File: src/rtl/sample_accum_pkg.sv
// rtl/sample_accum_pkg.sv - shared defaults, derived widths and FSM state type for sample_accum
//
// Purpose: default sample width and block-length exponent, the derived
//          accumulator width, and the two-state controller enum.
// Ports:   none (package).
package sample_accum_pkg;

  localparam int DW_DEF    = 4;
  localparam int LOG2N_DEF = 3;
  localparam int SUM_W     = DW_DEF + LOG2N_DEF;

  typedef enum logic {
    ACC  = 1'b0,
    DONE = 1'b1
  } state_e;

endpackage

File: src/rtl/sample_ctr.sv
// rtl/sample_ctr.sv - per-block sample counter with terminal-count flag
//
// Purpose: counts accepted samples within a block of 2**LOG2N, wrapping to 0
//          after the last one, and flags when the count is at N-1.
// Ports:   clk   - clock
//          res   - asynchronous active-high reset
//          clr   - synchronous clear (wins over inc)
//          inc   - advance the count by one
//          cnt   - current count (samples accepted in this block)
//          last  - cnt == N-1
module sample_ctr #(
  parameter int LOG2N = 3
) (
  input  logic             clk,
  input  logic             res,
  input  logic             clr,
  input  logic             inc,
  output logic [LOG2N-1:0] cnt,
  output logic             last
);

  logic [LOG2N-1:0] cnt_d, cnt_q;

  // Natural LOG2N-bit wrap takes N-1 back to 0 when the block completes.
  always_comb begin
    cnt_d = cnt_q;
    if (clr) begin
      cnt_d = '0;
    end else if (inc) begin
      cnt_d = cnt_q + LOG2N'(1);
    end
  end

  always_ff @(posedge clk or posedge res) begin
    if (res) begin
      cnt_q <= '0;
    end else begin
      cnt_q <= cnt_d;
    end
  end

  assign cnt  = cnt_q;
  assign last = &cnt_q;

endmodule

File: src/rtl/sample_accum.sv
// rtl/sample_accum.sv - block accumulator producing sum and mean of every 2**LOG2N samples
//
// Purpose: accumulates accepted samples; on the Nth sample publishes the block
//          sum and truncated mean and pulses out_vld for one cycle.
// Option:  SAMPLE_ACCUM_PEAK_EN adds per-block max_out/min_out outputs.
// Ports:   clk      - clock
//          res      - asynchronous active-high reset
//          samp_in  - sample value (DW)
//          samp_vld - sample strobe, one sample per high cycle
//          clr      - synchronous abort of the partial block
//          sum_out  - sum of last completed block (DW+LOG2N)
//          avg_out  - sum_out >> LOG2N (DW)
//          out_vld  - one-cycle pulse with each new result
//          samp_cnt - samples accepted in the current block (LOG2N)
//          max_out  - block maximum (DW, SAMPLE_ACCUM_PEAK_EN only)
//          min_out  - block minimum (DW, SAMPLE_ACCUM_PEAK_EN only)
module sample_accum
  import sample_accum_pkg::*;
#(
  parameter int DW    = DW_DEF,
  parameter int LOG2N = LOG2N_DEF
) (
  input  logic                clk,
  input  logic                res,
  input  logic [DW-1:0]       samp_in,
  input  logic                samp_vld,
  input  logic                clr,
  output logic [DW+LOG2N-1:0] sum_out,
  output logic [DW-1:0]       avg_out,
  output logic                out_vld,
`ifdef SAMPLE_ACCUM_PEAK_EN
  output logic [DW-1:0]       max_out,
  output logic [DW-1:0]       min_out,
`endif
  output logic [LOG2N-1:0]    samp_cnt
);

  localparam int SW = DW + LOG2N;

  state_e          state_d, state_q;
  logic [SW-1:0]   acc_d, acc_q;
  logic [SW-1:0]   sum_d, sum_q;
  logic [DW-1:0]   avg_d, avg_q;
  logic [SW-1:0]   sum_next;
  logic            accept;
  logic            last;
  logic            blk_done;

  // clr drops a concurrent sample, so it never counts toward the block.
  assign accept   = samp_vld & ~clr;
  assign blk_done = accept & last;
  assign sum_next = acc_q + SW'(samp_in);

  sample_ctr #(
    .LOG2N (LOG2N)
  ) u_ctr (
    .clk  (clk),
    .res  (res),
    .clr  (clr),
    .inc  (accept),
    .cnt  (samp_cnt),
    .last (last)
  );

  // DONE only marks the result cycle; samples keep flowing through it,
  // so the datapath below does not look at the state at all.
  always_comb begin
    state_d = ACC;
    if (!clr && blk_done) begin
      state_d = DONE;
    end
  end

  always_comb begin
    acc_d = acc_q;
    sum_d = sum_q;
    avg_d = avg_q;
    if (clr) begin
      acc_d = '0;
    end else if (accept) begin
      if (last) begin
        sum_d = sum_next;
        avg_d = DW'(sum_next >> LOG2N);
        acc_d = '0;
      end else begin
        acc_d = sum_next;
      end
    end
  end

  always_ff @(posedge clk or posedge res) begin
    if (res) begin
      state_q <= ACC;
      acc_q   <= '0;
      sum_q   <= '0;
      avg_q   <= '0;
    end else begin
      state_q <= state_d;
      acc_q   <= acc_d;
      sum_q   <= sum_d;
      avg_q   <= avg_d;
    end
  end

  assign sum_out = sum_q;
  assign avg_out = avg_q;
  assign out_vld = (state_q == DONE);

`ifdef SAMPLE_ACCUM_PEAK_EN
  // Running extremes restart at 0 / all-ones so the first sample of a
  // block always replaces them without needing a first-sample flag.
  logic [DW-1:0] run_max_d, run_max_q;
  logic [DW-1:0] run_min_d, run_min_q;
  logic [DW-1:0] max_d, max_q;
  logic [DW-1:0] min_d, min_q;
  logic [DW-1:0] cur_max, cur_min;

  assign cur_max = (samp_in > run_max_q) ? samp_in : run_max_q;
  assign cur_min = (samp_in < run_min_q) ? samp_in : run_min_q;

  always_comb begin
    run_max_d = run_max_q;
    run_min_d = run_min_q;
    max_d     = max_q;
    min_d     = min_q;
    if (clr) begin
      run_max_d = '0;
      run_min_d = '1;
    end else if (accept) begin
      if (last) begin
        max_d     = cur_max;
        min_d     = cur_min;
        run_max_d = '0;
        run_min_d = '1;
      end else begin
        run_max_d = cur_max;
        run_min_d = cur_min;
      end
    end
  end

  always_ff @(posedge clk or posedge res) begin
    if (res) begin
      run_max_q <= '0;
      run_min_q <= '1;
      max_q     <= '0;
      min_q     <= '1;
    end else begin
      run_max_q <= run_max_d;
      run_min_q <= run_min_d;
      max_q     <= max_d;
      min_q     <= min_d;
    end
  end

  assign max_out = max_q;
  assign min_out = min_q;
`endif

endmodule

File: config.mk
export PLATFORM = sky130hd
export DESIGN_NAME = sample_accum
export DESIGN_NICKNAME = d
export VERILOG_FILES = /design/src/rtl/sample_accum_pkg.sv /design/src/rtl/sample_ctr.sv /design/src/rtl/sample_accum.sv
export SDC_FILE = /design/constraint.sdc
export NUM_CORES = 1
export LEC_CHECK = 0
export CORE_UTILIZATION = 44
export DETAILED_ROUTE_END_ITERATION = 8
export PLACE_DENSITY = 0.74
export REMOVE_ABC_BUFFERS = 1
export SETUP_SLACK_MARGIN = 0.2
export SLEW_MARGIN = 20
export SYNTH_ARGS = -nofsm -noshare
export SYNTH_HDL_FRONTEND = slang
export SYNTH_SLANG_ARGS = --single-unit
File: constraint.sdc
create_clock -name clk -period 1.94 [get_ports clk]
set_clock_uncertainty 0.2 [all_clocks]
set_input_delay 0.388 -clock clk [delete_from_list [all_inputs] [get_ports clk]]
set_output_delay 0.388 -clock clk [all_outputs]
set_load 0.03 [all_outputs]
### Word level (Yosys, flattened, before mapping)

Index checks and enable logic that the tools add are counted.

* flip-flop bits (word level): 22
* bits of input ports: 8
* output and inout port bits: 15
* logic and storage cells: 21

* add/subtract/negate cells: 2
* multiplexer cells: 6
* bitwise operators: 3
* reduce and logical (&&, ||, !) cells: 5

Operators by type and width (count)
* $mux W7: 3
* $add A7 B4 Y7: 1
* $mux W3: 2
* $reduce_and A5 Y1: 1
* $add A3 B1 Y3 const B: 1
* $reduce_and A3 Y1: 1
* $and A1 B1 Y1: 2
* $reduce_bool A2 Y1: 1
* $logic_and A1 B1 Y1: 1
* $logic_not A1 Y1: 1
* $mux W1: 1
* $not A1 Y1: 1

### Depth between registers and ports, before layout

Gate-level depths: netlist of run 1.

* depth in word-level cells: 5
* gate-level depth with buffers: 6
* depth with buffers taken out: 6

### Modules after synthesis

From an unflattened synthesis of run 1, not the netlist that was laid out.

* cell total of the unflattened synthesis: 97
* area total of the unflattened synthesis: 984.7 µm²

By module, submodules not included
* sample_accum: instances 1, cells an instance 85, area each 840.8 µm², seq. area each 375.4 µm²
* sample_ctr: instances 1, cells an instance 12, area each 143.9 µm², seq. area each 75.1 µm²

### Worst setup path before layout of run 1

OpenSTA, ideal clock, no wires.

* kind: flip-flop to flip-flop
* start point: register u_ctr.cnt_q[0], in the netlist u_ctr.cnt[0]
* end point: register acc_q[5]
* setup time: 104 ps
* data arrival time: 1748 ps
* data required time: 1636 ps
* setup slack: -112 ps
* stages on the path, launching flop included: 6
* buffers on the path: 0
* clock period less this slack: 2052 ps
* path through: dfrtp_1 -> ha_1 -> ha_1 -> nand2b_1 -> or4_1 -> o311ai_1

* word-level cells in the longest chain between the ends: 4

Ends and longest elaborated chain
* start, declared: RTL line sample_ctr.sv:22 `logic [LOG2N-1:0] cnt_d, cnt_q;`
* start signal, assigned: RTL line sample_ctr.sv:38 `cnt_q <= cnt_d;`
* $reduce_and A3 Y1: RTL line sample_ctr.sv:43 `assign last = &cnt_q;`
* $mux W7: RTL line sample_accum.sv:81 `if (last) begin`
* $mux W7: RTL line sample_accum.sv:80 `end else if (accept) begin`
* $mux W7: RTL line sample_accum.sv:78 `if (clr) begin`
* end signal, assigned: RTL line sample_accum.sv:94 `acc_q <= '0;`
* end signal, assigned: RTL line sample_accum.sv:99 `acc_q <= acc_d;`
* end, declared: RTL line sample_accum.sv:41 `logic [SW-1:0] acc_d, acc_q;`

Every way passes these cells. The select of a mux whose other input is x is not followed.
A chain may end at the register's enable or synchronous reset.

### Final worst setup path of run 1

* start point: register acc_q[0]
* end point: register acc_q[4]

* word-level cells in the longest chain between the ends: 4

Ends and longest elaborated chain
* $add A7 B4 Y7: RTL line sample_accum.sv:52 `assign sum_next = acc_q + SW'(samp_in);`
* $mux W7: RTL line sample_accum.sv:81
* $mux W7: RTL line sample_accum.sv:80
* $mux W7: RTL line sample_accum.sv:78

Every way passes these cells. The select of a mux whose other input is x is not followed.

==> results of run 1 <==
-- path summary, 6_finish.rpt --
kind / cells past startpoint / start / endpoint / slack (ns)
min: 3 / res / sum_out[2] / 0.18
min in group clk: 2 / sum_out[2] / sum_out[2] / 0.30
min reg2reg: 2 / sum_out[2] / sum_out[2] / 0.30
max reg2reg: 6 / acc_q[0] / acc_q[4] / -0.05
max: 6 / acc_q[0] / acc_q[4] / -0.05
max in group asynchronous: 3 / res / sum_out[4] / 1.14
-- power breakdown --
group | leakage (nW) | internal, mW | switching, mW
Clock | 0.0210 | 0.115 | 0.132
Sequential | 0.246 | 0.390 | 0.0175
Combinational | 0.501 | 0.145 | 0.141
Total | 0.768 | 0.650 | 0.291
-- routing by layer --
metal	routed length (µm)	share of wire (%)
met1	1200	43
met3	90	3.2
met4	86	3.1
met2	1430	51
met5	0	0
-- cell usage in the layout, fill, tap and decap left out, types with 2 or more instances in the layout --
cell	n
clkbuf_2	2
nor3_1	2
clkbuf_4	3
mux2i_1	2
a21oi_1	5
nand2_1	7
nor2_1	6
a21oi_4	3
o21ai_1	6
buf_6	3
clkdlybuf4s50_1	3
a211oi_2	2
ha_4	6
nor3b_1	2
mux2_2	2
or3_1	2
dfrtp_1	17
dlygate4sd2_1	15
buf_4	18
nand3b_1	2
inv_1	4
xnor2_1	2
-- flip-flops by register name, indices dropped and copies added (netlist names) --
signal / cells
acc_q: 7
out_vld: 1
u_ctr.cnt: 3
sum_out: 7
-- cell type report --
cell class	count	area share (%)
clock buffers	4	2.29
repair buffers	43	22.4
multi-input cells	70	43.7
well taps	28	2.21
inverters	4	0.946
flip-flops and latches	18	28.4
-- per-stage QoR --
stage                     setup TNS [ns]  instances  utilization, %  power [mW]  hold WS, ns
after floorplan                   -0.151         92               -       0.515        0.127
after global placement             -3.81        156            59.9       0.602        0.261
after detailed placement           -4.12        156            59.9       0.609        0.270
after CTS                              0        163            66.5       0.879        0.206
after global routing              -0.138        167            71.8       0.979        0.210
final                            -0.0523        167            71.8       0.941        0.177
-- cell families (layout without fill, tap and decap cells) --
kind of cell / Yosys count / in the layout / share of synthesized area, %
compound gates: 26 / 26 / 16.3
xor+xnor: 5 / 5 / 4.24
fa+ha+maj: 7 / 7 / 9.20
buf+inv: 12 / 51 / 8.11
flops: 18 / 18 / 43.6
mux: 4 / 4 / 4.12
simple gates: 28 / 28 / 14.4
-- what timing repair did --
action / 4_1_cts / 5_1_grt
buffers inserted: 3 / 4
pin swaps: 10 / 16
resized for setup: 41 / 26
endpoints found under the setup margin: 26 / 14
-- worst max-delay path, cell delays in order, from the launching register on --
cell      delay, ns
dfrtp_1        0.42
ha_4           0.17
fa_2           0.35
a21o_4         0.26
a211oi_2       0.23
o21ai_1        0.09
a21oi_1        0.17
==> out/qor.csv, run 1 <==
stage;metric;value;unit
synth;EDFF count, synth;0;
routing;Vias;919;
critical_path;Max FO, Critical Path;4;
pwr;P_leak;0.768;nW
floorplanning;Std-Cell Rows;17;
final_layout;design area;0.00159;mm²
synth;number of distinct library cells after synthesis;33;
global_route;initial antenna violation count;0;
synth;syn_area_per_cell;10.3;µm²
sta;Final min period;1.99;ns
synth;YS warnings;0;
critical_path;type of origin of the critical path;flip-flop;
routing;Routed WL;2.80;mm
synth;synth cell count leaders;dfrtp_1 (18), a21oi_1 (8), nand2_1 (7), o21ai_0 (7);
synth;leading post-synthesis cells by cell area;dfrtp_1 (44%), ha_1 (7.3%), a21oi_1 (3.9%);
critical_path;WP data arrival;2.01;ns
outcome;outcome;complete, but fails checks;
sta;headroom to the max-slew limit;79.5;%
global_route;met3 global-route usage;3.64;%
critical_path;critical path class;flip-flop to flip-flop;
floorplanning;initial core utilization;46.7;%
final_layout;antenna cells;0;
routing;Iteration-0 DRC Markers;19;
global_route;grt peak-use layer;met2;
clock_network;Sink Count;18;
synth;ys flop type;dfrtp_1;
critical_path;data required time of the critical path;1.96;ns
global_route;M1 GR Usage;26.3;%
outcome;failing checks;negative setup slack;
synth;number of synthesized register bits;18;
clock_network;clk buf depth;2;
global_route;global-route wire length before repair;4.06;mm
global_route;largest net degree at the start of global routing;19;
place;Cell Area, Placed;0.00133;mm²
synth;Syn Inst Count;100;
synth;cell taking the most area after synthesis;dfrtp_1;
sta;Final Cycle Share;103;%
place;pre-CTS setup slack;-0.507;ns
synth;Syn Std Cell Area;0.00103;mm²
place;Port Buffers;22;
global_route;gr usage total;21.6;%
sta;count of pins over their slew limit;0;
critical_path;Setup crit end kind;flip-flop;
final_layout;Fill cells;167;
synth;top-count cell post-synth;dfrtp_1;
global_route;vias in the first global route;879;
synth;register area share after synthesis;43.6;%
flow_run;max-cap viol count;0;
routing;Avg Vias per Cell;5.50;
clock_network;CTS Buf Count;3;
synth;post-synth top area share;43.6;%
place;GP Congestion;0.836;
sta;RSZ-0062 raised after global routing;true;
global_route;M2 GR Usage;38.4;%
clock_network;clk slew on worst S/H paths;0.12;ns
final_layout;Multi-input gate area;694;µm²
sta;endpoints failing hold;0;
sta;actual slew at the worst max-slew pin;0.309;ns
final_layout;Syn-to-layout area delta;53.6;%
sta;final setup fails;1;
routing;residual DRC count;0;
floorplanning;Die Y-Extent;50.5;µm
floorplanning;total core area;0.00221;mm²
routing;wire per inst;16.8;µm
sta;fmax;502;MHz
final_layout;FF+latch area;452;µm²
floorplanning;Die W;50.5;µm
clock_network;H-tree depth;1;
routing;DR pass1 iterations;4;
clock_network;CTS tree;built;
hold_path;HP Class;input port to async pin;
pwr;Power Density;593;mW/mm²
floorplanning;IO Pins;23;
pwr;maximum VDD drop;0.458;mV
floorplanning;Die ar.;0.00255;mm²
place;hpwl dp;1.61;mm
clock_network;insertion delay to the later sink of the worst-skew pair;0.31;ns
synth;Async S/R FF share, synth;100;%
final_layout;share of layout cells above drive strength 1;38.8;%
routing;Final ANT Viol Nets;0;
final_layout;fin nets;155;
sta;fin worst setup slack;-0.0523;ns
global_route;Overflow after GRT;0;
clock_network;CTS root buf;clkbuf_4;
clock_network;# hold bufs at CTS;0;
(Power assumes the default switching activity.)
==> run 2: changes to the inputs <==
==> constraint.sdc (replaced) <==
create_clock -name clk -period 1.94 [get_ports clk]
set_clock_uncertainty 0.2 [all_clocks]
set_input_delay 0.194 -clock clk [delete_from_list [all_inputs] [get_ports clk]]
set_output_delay 0.194 -clock clk [all_outputs]
set_load 0.03 [all_outputs]
==> out/qor.csv, run 2 (synthesis results as in run 1) <==
stage;metric;value;unit
outcome;outcome;finished, final reports clean;
global_route;global-route wire length before repair;3.95;mm
place;dpl cells;156;
sta;actual slew at the worst max-slew pin;0.315;ns
critical_path;highest-delay cell along the critical path;dfrtp_1;
floorplanning;Die ar.;0.00255;mm²
global_route;largest net degree at the start of global routing;19;
floorplanning;initial core utilization;46.7;%
critical_path;data required time of the critical path;1.98;ns
final_layout;Finished Core Util;66.1;%
clock_network;clk slew on worst S/H paths;0.11;ns
critical_path;Crit path depth;6;
pwr;maximum VDD drop;0.360;mV
critical_path;Max FO, Critical Path;4;
final_layout;commonest non-fill, non-tap cell in the layout;dfrtp_1;
critical_path;WP data arrival;1.95;ns
floorplanning;total core area;0.00221;mm²
sta;RSZ-0062 raised after global routing;true;
critical_path;Setup crit end kind;flip-flop;
sta;count of pins over their slew limit;0;
final_layout;commonest non-fill, non-tap cells in the layout;dfrtp_1 (18), buf_4 (16), dlygate4sd2_1 (11), nand2_1 (7), clkdlybuf4s50_1 (7);
place;pre-CTS setup slack;-0.343;ns
clock_network;clk buf depth;2;
place;GP Congestion;0.877;
sta;fmax;524;MHz
floorplanning;Die W;50.5;µm
pwr;Power Density;604;mW/mm²
critical_path;critical path, cell by cell;ha_4, fa_2, a21o_4, a211oi_2, o21ai_1, a21oi_1;
routing;Iteration-0 DRC Markers;10;
pwr;P_leak;0.788;nW
floorplanning;Die Y-Extent;50.5;µm
place;Port Buffers;22;
global_route;vias in the first global route;885;
sta;fin worst setup slack;0.0306;ns
hold_path;HP Class;input port to async pin;
clock_network;H-tree depth;1;
sta;Hold Slack;0.00708;ns
clock_network;insertion delay to the later sink of the worst-skew pair;0.30;ns
clock_network;CTS root buf;clkbuf_4;
clock_network;CTS Buf Count;3;
flow_run;max-cap viol count;0;
critical_path;slowest cell delay on critical path;0.42;ns
critical_path;critical path class;flip-flop to flip-flop;
sta;headroom to the max-slew limit;78.9;%
place;hpwl dp;1.65;mm
routing;Vias;885;
sta;final setup fails;0;
global_route;initial antenna violation count;0;
floorplanning;IO Pins;23;
critical_path;CP top delay family;compound AO/OA/AOI/OAI gates;
routing;Final ANT Viol Nets;0;
routing;Routed WL;2.38;mm
global_route;Overflow after GRT;0;
routing;Avg Vias per Cell;5.46;
critical_path;type of origin of the critical path;flip-flop;
critical_path;r2r worst-path depth;6;
routing;DR pass1 iterations;4;
routing;wire per inst;14.7;µm
sta;Final min period;1.91;ns
clock_network;Sink Count;18;
routing;residual DRC count;0;
global_route;gr usage total;21.2;%
final_layout;share of layout cells above drive strength 1;28.4;%
pwr;total power;0.884;mW
floorplanning;Std-Cell Rows;17;
final_layout;Syn-to-layout area delta;41.5;%
final_layout;fin nets;150;
final_layout;final cell count without fillers;162;
sta;endpoints failing hold;0;
critical_path;CP bufs+invs;0;
clock_network;# hold bufs at CTS;0;
final_layout;antenna cells;0;
clock_network;CTS tree;built;
sta;Final Cycle Share;98.4;%
run 2: through the flow:
stage	instance area [µm²]	TNS, ns
detailed placement	1330	-2.06
floorplan	965	-0.112
global route	1460	-0.225
finish	1460	0
CTS	1410	0
global placement	1330	-1.64
run 2: final timing paths:
| kind | from | endpoint | slack (ns) |
|---|---|---|---|
| setup reg to reg | acc_q[0] | acc_q[4] | 0.03 |
| hold / removal | res | sum_out[3] | 0.007 |
| hold reg to reg | sum_out[2] | sum_out[2] | 0.29 |
| min in group clk | sum_out[2] | sum_out[2] | 0.29 |
| setup / recovery | acc_q[0] | acc_q[4] | 0.03 |
| max in group asynchronous | res | acc_q[0] | 1.34 |
run 2: routing by layer:
layer	global-route usage, %	vias up	part of all wire [%]
met5	0	-	0
li1	-	421	-
met3	3.03	6	4.3
met4	11.1	0	2.6
met2	35.8	24	50
met1	26.2	434	43
run 2: where the power goes:
part	internal [mW]	leakage (nW)	total, mW	switching (mW)
combinational	0.120	0.520	0.238	0.118
clock	0.115	0.0210	0.241	0.127
sequential	0.390	0.247	0.405	0.0151
run 2: area by class of cell:
type                            count  area (µm²)
Sequential cell                    18         450
Fill cell                         180         749
Tap cell                           28        35.0
Multi-Input combinational cell     70         589
Timing Repair Buffer               38         337
Inverter                            4        15.0
Clock buffer                        4        36.3
run 2: tightest hold or removal path: cells and delay by family:
kind                   cells  cell delay, ns
buffers and inverters      3            0.71
run 2: repair_timing:
item / in CTS / in global routing
pin swaps: 3 / 6
buffers inserted: 0 / 2
resized for setup: 24 / 10
setup endpoints to repair: 21 / 14
